## src/rtl/signed_result_to_bcd_pkg.sv

```systemverilog
// Shared calculator datapath constants and the converter state encoding.
package signed_result_to_bcd_pkg;

   localparam int unsigned CALC_WIDTH      = 8;
   localparam int unsigned CALC_BCD_DIGITS = 3;

   typedef enum logic [1:0] {
      ST_IDLE = 2'd0,
      ST_CONV = 2'd1,
      ST_DONE = 2'd2
   } state_t;

endpackage

```

## src/rtl/signed_result_to_bcd_digit_adjust.sv

```systemverilog
// One double-dabble correction step: a BCD digit of 5 or more gets 3 added before the shift.
module bcd_digit_adjust (
   input  logic [3:0] i_digit,
   output logic [3:0] o_digit
);

   always_comb begin
      o_digit = i_digit;
      if (i_digit >= 4'd5) begin
         o_digit = i_digit + 4'd3;
      end
   end

endmodule

```

## src/rtl/signed_result_to_bcd.sv

```systemverilog
// Captures a signed multiplier product and converts it to sign + packed BCD
// with a serial double-dabble, one bit per cycle.
module signed_result_to_bcd
   import signed_result_to_bcd_pkg::*;
#(
   parameter int unsigned WIDTH  = CALC_WIDTH,
   parameter int unsigned DIGITS = CALC_BCD_DIGITS
) (
   input  logic                  clk,
   input  logic                  rst,
   input  logic [WIDTH-1:0]      din,
   input  logic                  din_valid,
   output logic                  busy,
   output logic                  sign,
   output logic [4*DIGITS-1:0]   bcd,
   output logic                  dout_valid,
   output logic                  dropped
);

   localparam int unsigned ITER_W = $clog2(WIDTH + 1);
   localparam int unsigned CAT_W  = 4*DIGITS + WIDTH;

   state_t                r_state;
   logic [ITER_W-1:0]     r_iter;
   logic [WIDTH-1:0]      r_mag;
   logic [4*DIGITS-1:0]   r_scratch;
   logic                  r_sign_cap;
   logic                  r_sign;
   logic [4*DIGITS-1:0]   r_bcd;
   logic                  r_dout_valid;
   logic                  r_dropped;

   logic [WIDTH-1:0]      w_neg;
   logic [WIDTH-1:0]      w_mag_in;
   logic [4*DIGITS-1:0]   w_adj;
   logic [CAT_W-1:0]      w_cat;
   logic [CAT_W-1:0]      w_rot;
   logic                  w_busy;

   assign w_neg    = '0 - din;
   assign w_mag_in = din[WIDTH-1] ? w_neg : din;

   for (genvar g = 0; g < DIGITS; g++) begin : g_adj
      bcd_digit_adjust u_adj (
         .i_digit (r_scratch[4*g +: 4]),
         .o_digit (w_adj[4*g +: 4])
      );
   end

   // Rotate rather than shift: the top adjusted bit is always 0 when
   // 10**DIGITS > 2**(WIDTH-1), and it lands in a mag bit never read again.
   assign w_cat = {w_adj, r_mag};
   assign w_rot = {w_cat[CAT_W-2:0], w_cat[CAT_W-1]};

   // Encoding 2'd3 is treated as IDLE, so it is not busy.
   assign w_busy = (r_state == ST_CONV) || (r_state == ST_DONE);

   always_ff @(posedge clk) begin
      if (rst) begin
         r_state      <= ST_IDLE;
         r_iter       <= '0;
         r_mag        <= '0;
         r_scratch    <= '0;
         r_sign_cap   <= 1'b0;
         r_sign       <= 1'b0;
         r_bcd        <= '0;
         r_dout_valid <= 1'b0;
         r_dropped    <= 1'b0;
      end else begin
         r_dout_valid <= 1'b0;
         if (din_valid && w_busy) begin
            r_dropped <= 1'b1;
         end
         case (r_state)
            ST_CONV: begin
               r_scratch <= w_rot[CAT_W-1:WIDTH];
               r_mag     <= w_rot[WIDTH-1:0];
               r_iter    <= r_iter - 1'b1;
               if (r_iter == ITER_W'(1)) begin
                  r_bcd        <= w_rot[CAT_W-1:WIDTH];
                  r_sign       <= r_sign_cap;
                  r_dout_valid <= 1'b1;
                  r_state      <= ST_DONE;
               end
            end
            ST_DONE: begin
               r_state <= ST_IDLE;
            end
            default: begin
               if (din_valid) begin
                  r_sign_cap <= din[WIDTH-1];
                  r_mag      <= w_mag_in;
                  r_scratch  <= '0;
                  r_iter     <= ITER_W'(WIDTH);
                  r_state    <= ST_CONV;
               end
            end
         endcase
      end
   end

   assign busy       = w_busy;
   assign sign       = r_sign;
   assign bcd        = r_bcd;
   assign dout_valid = r_dout_valid;
   assign dropped    = r_dropped;

endmodule

```

## config.mk

```make
export PLATFORM = sky130hd
export DESIGN_NAME = signed_result_to_bcd
export DESIGN_NICKNAME = d
export VERILOG_FILES = /design/src/rtl/signed_result_to_bcd_pkg.sv /design/src/rtl/signed_result_to_bcd_digit_adjust.sv /design/src/rtl/signed_result_to_bcd.sv
export SDC_FILE = /design/constraint.sdc
export NUM_CORES = 1
export LEC_CHECK = 0
export CAP_MARGIN = 20
export CORE_MARGIN = 10
export CORE_UTILIZATION = 55
export CTS_CLUSTER_DIAMETER = 30
export DETAILED_ROUTE_END_ITERATION = 12
export GPL_ROUTABILITY_DRIVEN = 0
export PLACE_DENSITY = 0.82
export SYNTH_ARGS = -nofsm -noshare
export SYNTH_HDL_FRONTEND = slang
export SYNTH_SLANG_ARGS = --single-unit
```

## constraint.sdc

```tcl
create_clock -name clk -period 1.7 [get_ports clk]
set_input_delay 0.17 -clock clk [delete_from_list [all_inputs] [get_ports clk]]
set_output_delay 0.17 -clock clk [all_outputs]
set_load 0.01 [all_outputs]
```

* Word level (Yosys, flattened, before mapping) *
Cells that the tools add are included.

cells by class
  add/subtract/negate cells = 5
  $lt $le $gt $ge = 3
  equality and inequality tests = 4
  mux-type cells = 14
  bitwise operators = 3
  reductions and logical operators = 10

operator list
  kind                                                                                 count
  12-bit one-hot mux with 2 select lines                                               1
  4-bit 2-to-1 mux                                                                     4
  8-bit 2-to-1 mux                                                                     2
  8-bit one-hot mux with 2 select lines                                                1
  4-bit by 2-bit adder with 4-bit output, second input constant                        3
  4-bit by 3-bit greater-or-equal comparator with 1-bit output, second input constant  3
  12-bit 2-to-1 mux                                                                    1
  4-bit one-hot mux with 2 select lines                                                1
  2-bit AND reduction                                                                  4
  1-bit by 8-bit subtractor with 8-bit output, first input constant                    1
  4-bit by 1-bit == test with 1-bit output, second input constant                      1
  2-bit 2-to-1 mux                                                                     2
  2-bit one-hot mux with 2 select lines                                                1
  2-bit OR reduction                                                                   2
  4-bit by 1-bit subtractor with 4-bit output, second input constant                   1
  1-bit inverter                                                                       3
  3-bit nonzero test                                                                   1
  2-bit by 1-bit == test with 1-bit output, second input constant                      1
  2-bit == test, second input constant                                                 1
  2-bit by 1-bit != test with 1-bit output, second input constant                      1
  2-bit nonzero test                                                                   1
  1-bit logical AND                                                                    1
  1-bit logical OR                                                                     1
  1-bit 2-to-1 mux                                                                     1

storage, ports and cells
  register bits = 42
  input bits = 11
  output and inout bits = 16
  word-level logic and storage cells = 48

* Depth between registers and ports, before layout *
  word-level depth = 4
  mapped depth = 7
  gate-level depth less buffers = 6

* Hierarchy *
Synthesis repeated with hierarchy kept, for this count alone.

second synthesis, totals
  cells, all modules = 267
  area total of the unflattened synthesis = 2133.3 um^2

modules (own cells, without submodules)
  module                instances  cells each  area an instance (um^2)  sequential area each (um^2)
  signed_result_to_bcd  1          219         1829.3                   840.8
  bcd_digit_adjust      3          16          101.3                    0.0

* Worst setup path before layout *
Ideal clock, no wire load.

  path kind = register to register
  start point = reg r_state[1]
  end point = reg r_mag[2]
  arrival = 1.267 ns
  required time = 1.578 ns
  slack = 0.311 ns
  cell stages (with the launch flop) = 7
  buffers on the path = 0
  clock period less this slack = 1.389 ns
  cells stage by stage = dfxtp_1 -> inv_1 -> ha_1 -> o21bai_1 -> nor2_1 -> a221oi_1 -> nor2_1

between the ends
  word-level cells in the longest chain between the ends = 3
  elaborated cells between the ends (all ways) = 6
  those cells by class = eq/ne (2); mux (1); bitwise (1); reduce/logical (2)

RTL lines
  what                                                                              line                        RTL
  from (decl)                                                                       signed_result_to_bcd.sv:23  state_t r_state;
  from (signal assigned)                                                            signed_result_to_bcd.sv:60  r_state <= ST_IDLE;
  from (signal assigned)                                                            signed_result_to_bcd.sv:83  r_state <= ST_DONE;
  from (signal assigned)                                                            signed_result_to_bcd.sv:87  r_state <= ST_IDLE;
  2-bit by 1-bit == test with 1-bit output / 2-bit == test (equally long branches)  signed_result_to_bcd.sv:74  case (r_state)
  2-bit nonzero test (no source line) / 1-bit inverter (equally long branches)      --
  2-bit AND reduction (no source line)                                              --
  to (signal assigned)                                                              signed_result_to_bcd.sv:77  r_mag <= w_rot[WIDTH-1:0];
  to (signal assigned)                                                              signed_result_to_bcd.sv:92  r_mag <= w_mag_in;
  to (decl)                                                                         signed_result_to_bcd.sv:25  logic [WIDTH-1:0] r_mag;

Several ways; a longest one is shown, not always the timed one.
A chain may end at the register's enable or synchronous reset.

* Worst setup path after layout *
  start point = reg r_state[0]
  end point = out busy

between the ends
  word-level cells in the longest chain between the ends = 2
  elaborated cells between the ends (all ways) = 3
  those cells by class = eq/ne (2); reduce/logical (1)

RTL lines
  what                                                                              line                        RTL
  2-bit by 1-bit == test with 1-bit output / 2-bit == test (equally long branches)  signed_result_to_bcd.sv:56  assign w_busy = (r_state == ST_CONV) || (r_state == ST_DONE);
  1-bit logical OR (*)                                                              signed_result_to_bcd.sv:56
  to (decl)                                                                         signed_result_to_bcd.sv:13  output logic busy,

Every way passes the cells marked *; elsewhere a longest branch is shown, timed or not.

==> impl_metrics.yaml <==
drt:
  drt-pass1-iter-count: 4
  drt_iter0_markers: 73
  viasPerCell: 5.63
  drc_errors: 0
  ant_nets: 0
  wl_per_cell_um: 14.7
  vias: 1864
  wl_um: 4860
logic_synthesis:
  synth_fa_ha_area_share_pct: 6.49
  ys_top_cells_by_count: "dfxtp_1 (42), nand2_1 (20), nor2_1 (20)"
  synth_compound_area_share_pct: 21.7
  synth_seq_cells: 42
  synth-edff-count: 0
  synth_area_um2: 2120
  ys_warn_count: 0
  async_reset_ff_share_pct: 0
  synth_top_family_by_area: "compound AO/OA/AOI/OAI gates"
  yosysUniqueCellTypes: 42
  synth_top_area_share_pct: 39.6
  synth_seq_area_share_pct: 39.6
  synthMuxAreaShare_pct: 1.95
  synth-main-ff-cell: "dfxtp_1"
  synth_top_cells_by_area: "dfxtp_1 (40%), ha_1 (6.5%), nor3b_1 (5.7%)"
  avgSynthCellArea_um2: 8.91
  synthSimpleGateAreaFrac_pct: 21.2
  synth_cells: 238
  yosysMostFrequentCell: "dfxtp_1"
  yosysTopAreaCell: "dfxtp_1"
  synthXorXnorAreaFrac_pct: 3.30
  syn-num-nets: 260
sta:
  relSlewSlack_pct: 76.6
  layout_min_cycle_time_ns: 1.61
  setup_viol: 0
  slew_viol_final: 0
  worst_pin_slew_ns: 0.351
  hold_viol: 0
  finClkSkew_ns: 0.00311
  fmaxAchievable_mhz: 622
  rsz0062_at_grt: "no"
  fin_hold_ws_ns: 0.457
  finalCritPeriodShare_pct: 94.6
  tns_ns: 0
run:
  max-cap-violations: 0
clock_network:
  ctsRootBufferMaster: "clkbuf_8"
  ctsHoldBuffers: 0
  clock_path_buffers: 2
  htree_levels: 2
  cts-buffers-inserted: 5
  cts_tree: "built"
  clk_latency_ns: 0.29
  cts_num_sinks: 42
  clk_pin_slew_ns: 0.08
place:
  place_area_um2: 2560
  port_buffers: 26
  place_hpwl_um: 3720
floorplanning:
  rows: 22
  ioPinCount: 27
  die_area_um2: 6740
  core_area_um2: 3690
  die_w_um: 82.1
  initial_utilization_pct: 57.5
  fp.dieH_um: 82.1
power_and_ir_drop:
  vdd_drop_max_mv: 0.580
  finalPower_mw: 2.17
  p_leak_nw: 1.07
  power_density_nw_per_um2: 811
worst_setup_path:
  cp_data_required_time_ns: 1.53
  critPathMaxFanout: 4
  cp.arrival_ns: 1.44
  end_kind: "output pin"
  crit_type: "reg2out"
  worstSetupStartpointType: "flop"
min_path:
  hold_path.class: "reg2reg"
global_route:
  grt-ovfl-total: 0
  grt_pass1_vias: 1763
  antenna_found_initial: 0
  grt_use_total_pct: 15.2
  grt_max_degree: 14
  grt_pass1_wl_um: 8000
finish:
  areaGrowthSynthToFinish_pct: 26.4
  antenna_cells: 0
  num-fill-cells: 287
  layout-drive-gt1-share_pct: 14.5
  nets: 305
  multi_input_area_um2: 1170
  seq_area_um2: 841
  design_area_um2: 2680
run_status:
  outcome: "complete, no violations"
==> what timing repair did <==
action,CTS,global route
buffers inserted,0,0
endpoints found under the setup margin,1,26
resized for setup,1,3
==> cells by family after synthesis <==
| family | Yosys count |
|---|---|
| simple gates | 82 |
| compound gates | 66 |
| flops | 42 |
| buf+inv | 25 |
| fa+ha+maj | 11 |
| xor+xnor | 8 |
| mux | 4 |
==> critical path: stages, from the launching register on <==
cell	delay, ns
dfxtp_1	0.36
inv_1	0.07
ha_1	0.35
inv_1	0.10
dlygate4sd2_1	0.27
==> power by group <==
| group | total, mW | internal [mW] | switching (mW) |
|---|---|---|---|
| Sequential | 1.05 | 1.02 | 0.0292 |
| Clock | 0.803 | 0.470 | 0.333 |
| Combinational | 0.322 | 0.158 | 0.165 |
| Total | 2.17 | 1.65 | 0.527 |
==> area by class of cell <==
class                      count  share of cell area (%)
multi-input combinational    171                    43.5
sequential                    42                    31.4
timing repair buffer          50                    16.9
clock buffer                   6                    3.08
tap                           48                    2.24
inverter                      13                    1.82
clock inverter                 1                    1.12
==> layer usage <==
| metal | routed length (µm) | track usage, % | share of wire (%) | vias up |
|---|---|---|---|---|
| met2 | 2300 | 24.1 | 47 | 36 |
| met4 | 62 | 5.61 | 1.3 | 0 |
| met3 | 192 | 4.54 | 4.0 | 9 |
| li1 | - | - | - | 929 |
| met5 | 0 | 0 | 0 | - |
| met1 | 2300 | 19.2 | 47 | 890 |
==> sequential cells by signal (all words and copies together), names as in the netlist <==
signal / flops
bcd: 12
dout_valid: 1
dropped: 1
r_iter: 4
r_mag: 8
r_scratch: 12
r_sign_cap: 1
r_state: 2
sign: 1
==> final timing paths <==
path	startpoint	endpoint	slack, ns	depth (start not counted)
worst max register to register	r_state[0]	r_mag[5]	0.12	6
worst min register to register	sign	sign	0.46	2
worst max-delay path	r_state[0]	busy	0.09	4
worst min-delay path	sign	sign	0.46	2
==> per-stage QoR <==
step	utilization (%)	setup WS [ns]	instances
finish	72.7	0.0915	331
detailed placement	69.4	0.00843	324
floorplan	-	0.311	238
global placement	69.4	0.0861	324
global route	72.7	0.0233	331
CTS	72.4	0.00223	331
==> cell usage in the layout (no fill, tap or decap), drive strengths merged, types with 2 or more instances in the layout <==
cell            n
nor3            6
nor2           21
o2bb2ai         2
inv            13
clkbuf          6
nand2          20
o21bai          2
clkdlybuf4s50  25
a22o            6
nand2b          8
nand3b          2
o31ai           2
xor2            3
mux2i           3
o22ai           5
buf            24
nor3b          16
xnor2           5
a22oi           6
ha             11
nand3           3
o21ai           9
a211oi          4
a21oi          18
dfxtp          42
a21o            9
Note: power is estimated with default switching activity, not from simulation.
==> edit 1: new RTL, same settings <==
Reset style: asynchronous (`rst`), changed in one clocked block.
--- a/src/rtl/signed_result_to_bcd.sv
+++ b/src/rtl/signed_result_to_bcd.sv
@@ -55,7 +55,7 @@
    // Encoding 2'd3 is treated as IDLE, so it is not busy.
    assign w_busy = (r_state == ST_CONV) || (r_state == ST_DONE);
 
-   always_ff @(posedge clk) begin
+   always_ff @(posedge clk or posedge rst) begin
       if (rst) begin
          r_state      <= ST_IDLE;
          r_iter       <= '0;
Function: differs if rst is asserted again (counterexample within 4 cycles, from zero or initial values and one cycle with rst high); with rst held inactive, the same outputs for 10 cycles.
==> edit 1 against the unedited design <==
- the flow now finishes with violations (setup timing)
- design area is 5.3% higher
- setup slack worse by 0.12 ns
- final cell count is 0.30% lower
- register-to-register slack worse by 0.15 ns
- synthesized area is 2.5% higher
- sequential cell count stayed put
- routed wire length is 3.0% higher
- die area is 1.9% higher
- core utilization is 2.7 points higher
- critical path depth is 4 higher
- sequential share of layout area is 5.9 points higher
- largest cell class is now sequential cells
Power is not compared: it rests on default switching activity, and its combinational part moved more than twofold at a synthesized area within 25%.
==> edit 1: results (changes against the unedited design) <==
| Metric | Value |
|---|---|
| Status | `complete, but fails checks` |
| Violated checks | `setup timing` |
| Reg2reg start | `r_state[1]` |
| Number of distinct library cells after synthesis | `40 (-4.8%)` |
| Vias in the first global route | `1,786 (+1.3%)` |
| R2R depth | `8 (+2)` |
| CTS Buffer Depth | `2 (unchanged)` |
| Crit Reg-Reg Endpoint | `bcd[2]` |
| Syn_nets | `250 (-3.8%)` |
| Top_reg_cell synth | `dfrtp_1` |
| Synth async-reset ratio | `100% (+100 points)` |
| Worst hold slack | `0.219 ns (-0.238 ns)` |
| Wirelength per Cell | `15.1 um (+3.3%)` |
| Area contributors post-synth | `dfrtp_1 48%, nand2_1 7.9%, ha_1 6.3%` |
| Antenna violations before repair | `0 (unchanged)` |
| Setup violators final | `1 (+1)` |
| DR pass1 iterations | `5 (+1)` |
| Post-synthesis compound-gate area fraction | `16.7% (-5.0 points)` |
| Tmin final | `1.73 ns (+0.119 ns)` |
| Leakage power | `1.27 nW` |
| Slew margin rel. | `74.6% (-2.0 points)` |
| Slowest CP cell | `or4b_4` |
| WP data arrival | `1.92 ns (+0.48 ns)` |
| Inserted Diodes | `0 (unchanged)` |
| Clk Latency, worst-skew pair | `0.30 ns` |
| Multiplexer share of the synthesized area | `3.51% (+1.6 points)` |
| Num CTS Buffers | `5 (unchanged)` |
| First-pass GRT wire length | `8360 um (+4.5%)` |
| # nets final | `303 (-0.66%)` |
| Most common cell in the synthesized netlist | `nand2_1` |
| Clock Tree Root | `clkbuf_8` |
| Final WS setup | `-0.0279 ns (-0.119 ns)` |
| Placed wire-length estimate | `3390 um (-8.9%)` |
| Post-DP Area | `2620 sq um (+2.2%)` |
| HP Class | `in -> async` |
| CP Max Fanout | `10 (+6)` |
| Tot Pwr | `4.81 mW` |
| H-tree depth | `2 (unchanged)` |
| Synth Area in XOR/XNOR | `4.03% (+0.72 points)` |
| Initial drt markers | `95 (+30%)` |
| Max incr delay on CP | `0.55 ns (+0.19 ns)` |
| Reg clk slew, reported paths | `0.08 ns (about the same)` |
| Sw power | `about 2 mW` |
| Post-Synth Adder-Cell Area | `6.33% (-0.16 points)` |
| Antenna Violating Nets Remaining | `0 (unchanged)` |
| Max IR drop VDD | `approximately 1.0 mV` |
| Synth cell count leaders | `46 x nand2_1, 42 x dfrtp_1, 17 x o21ai_0, 16 x inv_1, 11 x ha_1` |
| Fill count | `267 (-7.0%)` |
| Share of cells above drive strength 1 | `22.7% (+8.2 points)` |
| Total global-route track usage | `14.2% (-1.0 points)` |
| IO Port Bufs | `26 (unchanged)` |
| Via-per-instance ratio | `5.45 (-3.2%)` |
| Seq/Total Area, Yosys | `48.3% (+8.7 points)` |
| Layout Skew | `0.0110 ns (+0.00788 ns)` |
| Largest net degree at the start of global routing | `43 (+29)` |
-- edit 1: changes by cell type after synthesis, sizes merged, moves of 8 or more --
cell   change
dfrtp     +42
dfxtp     -42
nand2     +26
o21ai     +17
nor2      -14
nor3b     -12
a21oi      -8
-- edit 1: area by class of cell --
| type | count | area [sq um] | share of cell area, % |
|---|---|---|---|
| Sequential cell | 42 | 1050 | 37.3 |
| Multi-Input combinational cell | 159 | 1050 | 37.3 |
| Timing Repair Buffer | 55 | 498 | 17.6 |
| Inverter | 18 | 75.1 | 2.66 |
| Clock buffer | 6 | 72.6 | 2.57 |
| Tap cell | 48 | 60.1 | 2.13 |
| Clock inverter | 2 | 13.8 | 0.488 |
-- edit 1: worst max-delay path, delay by kind of cell (launching register included) --
kind | cells | cell delay [ns]
buf+inv | 4 | 0.44
compound gates | 1 | 0.05
simple gates | 2 | 0.60
flops | 1 | 0.40
fa+ha+maj | 1 | 0.13
-- edit 1: power groups by stage --
| stage | Clock [mW] | Combinational [mW] | Sequential (mW) |
|---|---|---|---|
| 2_1_floorplan | 0 | 1.35 | 1.68 |
| 4_1_cts | 0.647 | 2.31 | 1.69 |
| 5_1_grt | 0.684 | 2.72 | 1.77 |
| 3_5_place_dp | 0 | 2.25 | 1.69 |
| 6_report | 0.646 | 2.46 | 1.70 |
| 3_3_place_gp | 0 | 2.18 | 1.67 |
-- edit 1: worst max-delay path by stage --
| stage | start | end | cells after the start |
|---|---|---|---|
| 5_1_grt | r_state[1] | r_state[0] | 7 |
| 3_5_place_dp | din[0] | r_mag[6] | 7 |
| 3_3_place_gp | din[0] | r_mag[6] | 7 |
| 2_1_floorplan | r_state[1] | bcd[9] | 8 |
| 4_1_cts | r_scratch[8] | r_scratch[10] | 6 |
| 6_report | r_state[1] | bcd[2] | 8 |
-- edit 1: metal layers --
metal  wire [um]  global-route usage [%]  up-vias
met3         263                    3.81       10
li1            -                       -      886
met1        2130                    16.4      848
met2        2530                    24.3       55
met5           0                       0        -
met4          76                    5.23        0
-- edit 1: cells by family (layout without fill, tap and decap cells) --
family                   after synthesis  in the layout
AO/OA/AOI/OAI                         58             58
AND/OR/NAND/NOR                       73             73
XOR/XNOR                              10             10
adder cells (fa/ha/maj)               11             11
buffers and inverters                 27             81
multiplexers                           7              7
flip-flops                            42             42
-- edit 1: repair_timing --
item,in CTS,in global routing
endpoints found under the setup margin,7,15
gates resized for setup,8,19
pin swaps,0,5
setup buffers,3,4
cloned,1,0
-- edit 1: stage by stage --
stage | setup TNS, ns | setup WS, ns | instances
after global placement | -0.192 | -0.188 | 314
after floorplan | 0 | 0.0696 | 228
after detailed placement | -0.468 | -0.244 | 314
final | -0.0279 | -0.0279 | 330
after global routing | -0.193 | -0.0624 | 330
after CTS | 0 | 0.00541 | 326
==> edit 2: new RTL, same flow settings <==
Without the edit above. `CALC_BCD_DIGITS`: 3 -> 6.
--- a/src/rtl/signed_result_to_bcd_pkg.sv
+++ b/src/rtl/signed_result_to_bcd_pkg.sv
@@ -2,7 +2,7 @@
 package signed_result_to_bcd_pkg;
 
    localparam int unsigned CALC_WIDTH      = 8;
-   localparam int unsigned CALC_BCD_DIGITS = 3;
+   localparam int unsigned CALC_BCD_DIGITS = 6;
 
    typedef enum logic [1:0] {
       ST_IDLE = 2'd0,
Ports: changed (resized bcd); port bits go from 27 to 39. The function was not compared with the original's and may differ.
==> edit 2 against the unedited design <==
- synthesized area up 48%
- global-route usage up 1.3 points
- routed wire length up 57%
- design area up 50%
- power up 65%
- setup slack better by 0.0014 ns
- sequential cell count up 24
- combinational power up 11%
- largest power group unchanged
==> edit 2: results (changes against the unedited design) <==
| Metric | Value |
|---|---|
| Worst Hold Path EP | `r_scratch[11]` |
| Synth cell count leaders | `66 x dfxtp_1, 33 x nand2_1, 24 x a21oi_1, 24 x nor2_1, 23 x nor3b_1` |
| Reg2reg setup slack | `0.09 ns (-0.03 ns)` |
| Synthesized instance count | `355 (+49%)` |
| Total global-route track usage | `16.5% (+1.3 points)` |
| Multiplexer share of the synthesized area | `1.91% (-0.039 points)` |
| Seq/Total Area, Yosys | `42.0% (+2.3 points)` |
| Worst hold slack | `0.207 ns (-0.250 ns)` |
| Tmin final | `1.61 ns (-0.00138 ns)` |
| Area contributors post-synth | `dfxtp_1 42%, ha_1 6.8%, nor3b_1 5.5%` |
| Share of cells above drive strength 1 | `11.3% (-3.2 points)` |
| Fill count | `399 (+39%)` |
| Num CTS Buffers | `9 (+4)` |
| Post-Synth Adder-Cell Area | `6.76% (+0.27 points)` |
| DR pass1 iterations | `5 (+1)` |
| Hold Crit Start | `rst` |
| Wirelength per Cell | `15.6 um (+6.6%)` |
| Vias after detailed routing | `2,732 (+47%)` |
| Placed wire-length estimate | `5080 um (+37%)` |
| Non-Filler Instances | `487 (+47%)` |
| # nets final | `438 (+44%)` |
| Number of distinct library cells after synthesis | `37 (-12%)` |
| Setup crit end | `busy` |
| Reg area | `1320 sq um (+57%)` |
| Reg2reg start | `r_state[0]` |
| Placed cells | `465 (+44%)` |
| Clk Latency, worst-skew pair | `0.35 ns (+0.06 ns)` |
| Layout Skew | `0.00989 ns (+0.00678 ns)` |
| Post-synthesis compound-gate area fraction | `21.8% (+0.17 points)` |
| Pre-CTS WS | `-0.0211 ns (-0.0295 ns)` |
| Max IR drop VDD | `0.642 mV (+11%)` |
| HP Class | `in -> reg` |
| Status | `completed` |
| First-pass GRT wire length | `12,100 um (+51%)` |
| Initial drt markers | `146 (+100%)` |
| Crit Reg-Reg Endpoint | `r_scratch[1]` |
| Antenna violations before repair | `0 (unchanged)` |
| Syn_nets | `383 (+47%)` |
| Leakage power | `1.61 nW (+50%)` |
| IO Port Bufs | `38 (+46%)` |
| Worst Tran Pin Value | `0.315 ns (-0.0353 ns)` |
| Post-DP Area | `3700 sq um (+44%)` |
| Vias in the first global route | `2,565 (+45%)` |
| H-tree depth | `3 (+1)` |
| Synth Area in XOR/XNOR | `3.06% (-0.24 points)` |
| Die Area | `9150 sq um (+36%)` |
| Largest net degree at the start of global routing | `41 (+27)` |
## edit 2: what timing repair did
item                       CTS  global route
gates resized for setup      1             2
setup endpoints to repair    1             4
gates cloned                 0             2
setup buffers                0             4
pin swaps                    0             1
## edit 2: routing by layer
metal / vias up / global-route usage (%) / routed length, um / part of all wire (%)
li1: 1358 / - / - / -
met1: 1307 / 19.9 / 3380 / 44
met2: 57 / 27.4 / 3670 / 48
met3: 10 / 4.32 / 442 / 5.8
met4: 0 / 6.76 / 121 / 1.6
met5: - / 0 / 0 / 0
## edit 2: final cells by class
class,count,share of cell area [%]
well taps,72,2.24
multi-input cells,250,41.5
clock buffers,10,3.17
flip-flops and latches,66,32.8
inverters,20,1.87
clock inverters,6,2.86
repair buffers,63,15.6
## edit 2: report_power, final
group | total (mW) | internal (mW) | switching (mW)
registers | 1.62 | 1.58 | 0.0311
logic | 0.357 | 0.163 | 0.194
clock network | 1.61 | 0.979 | 0.635
total | 3.59 | 2.73 | 0.860
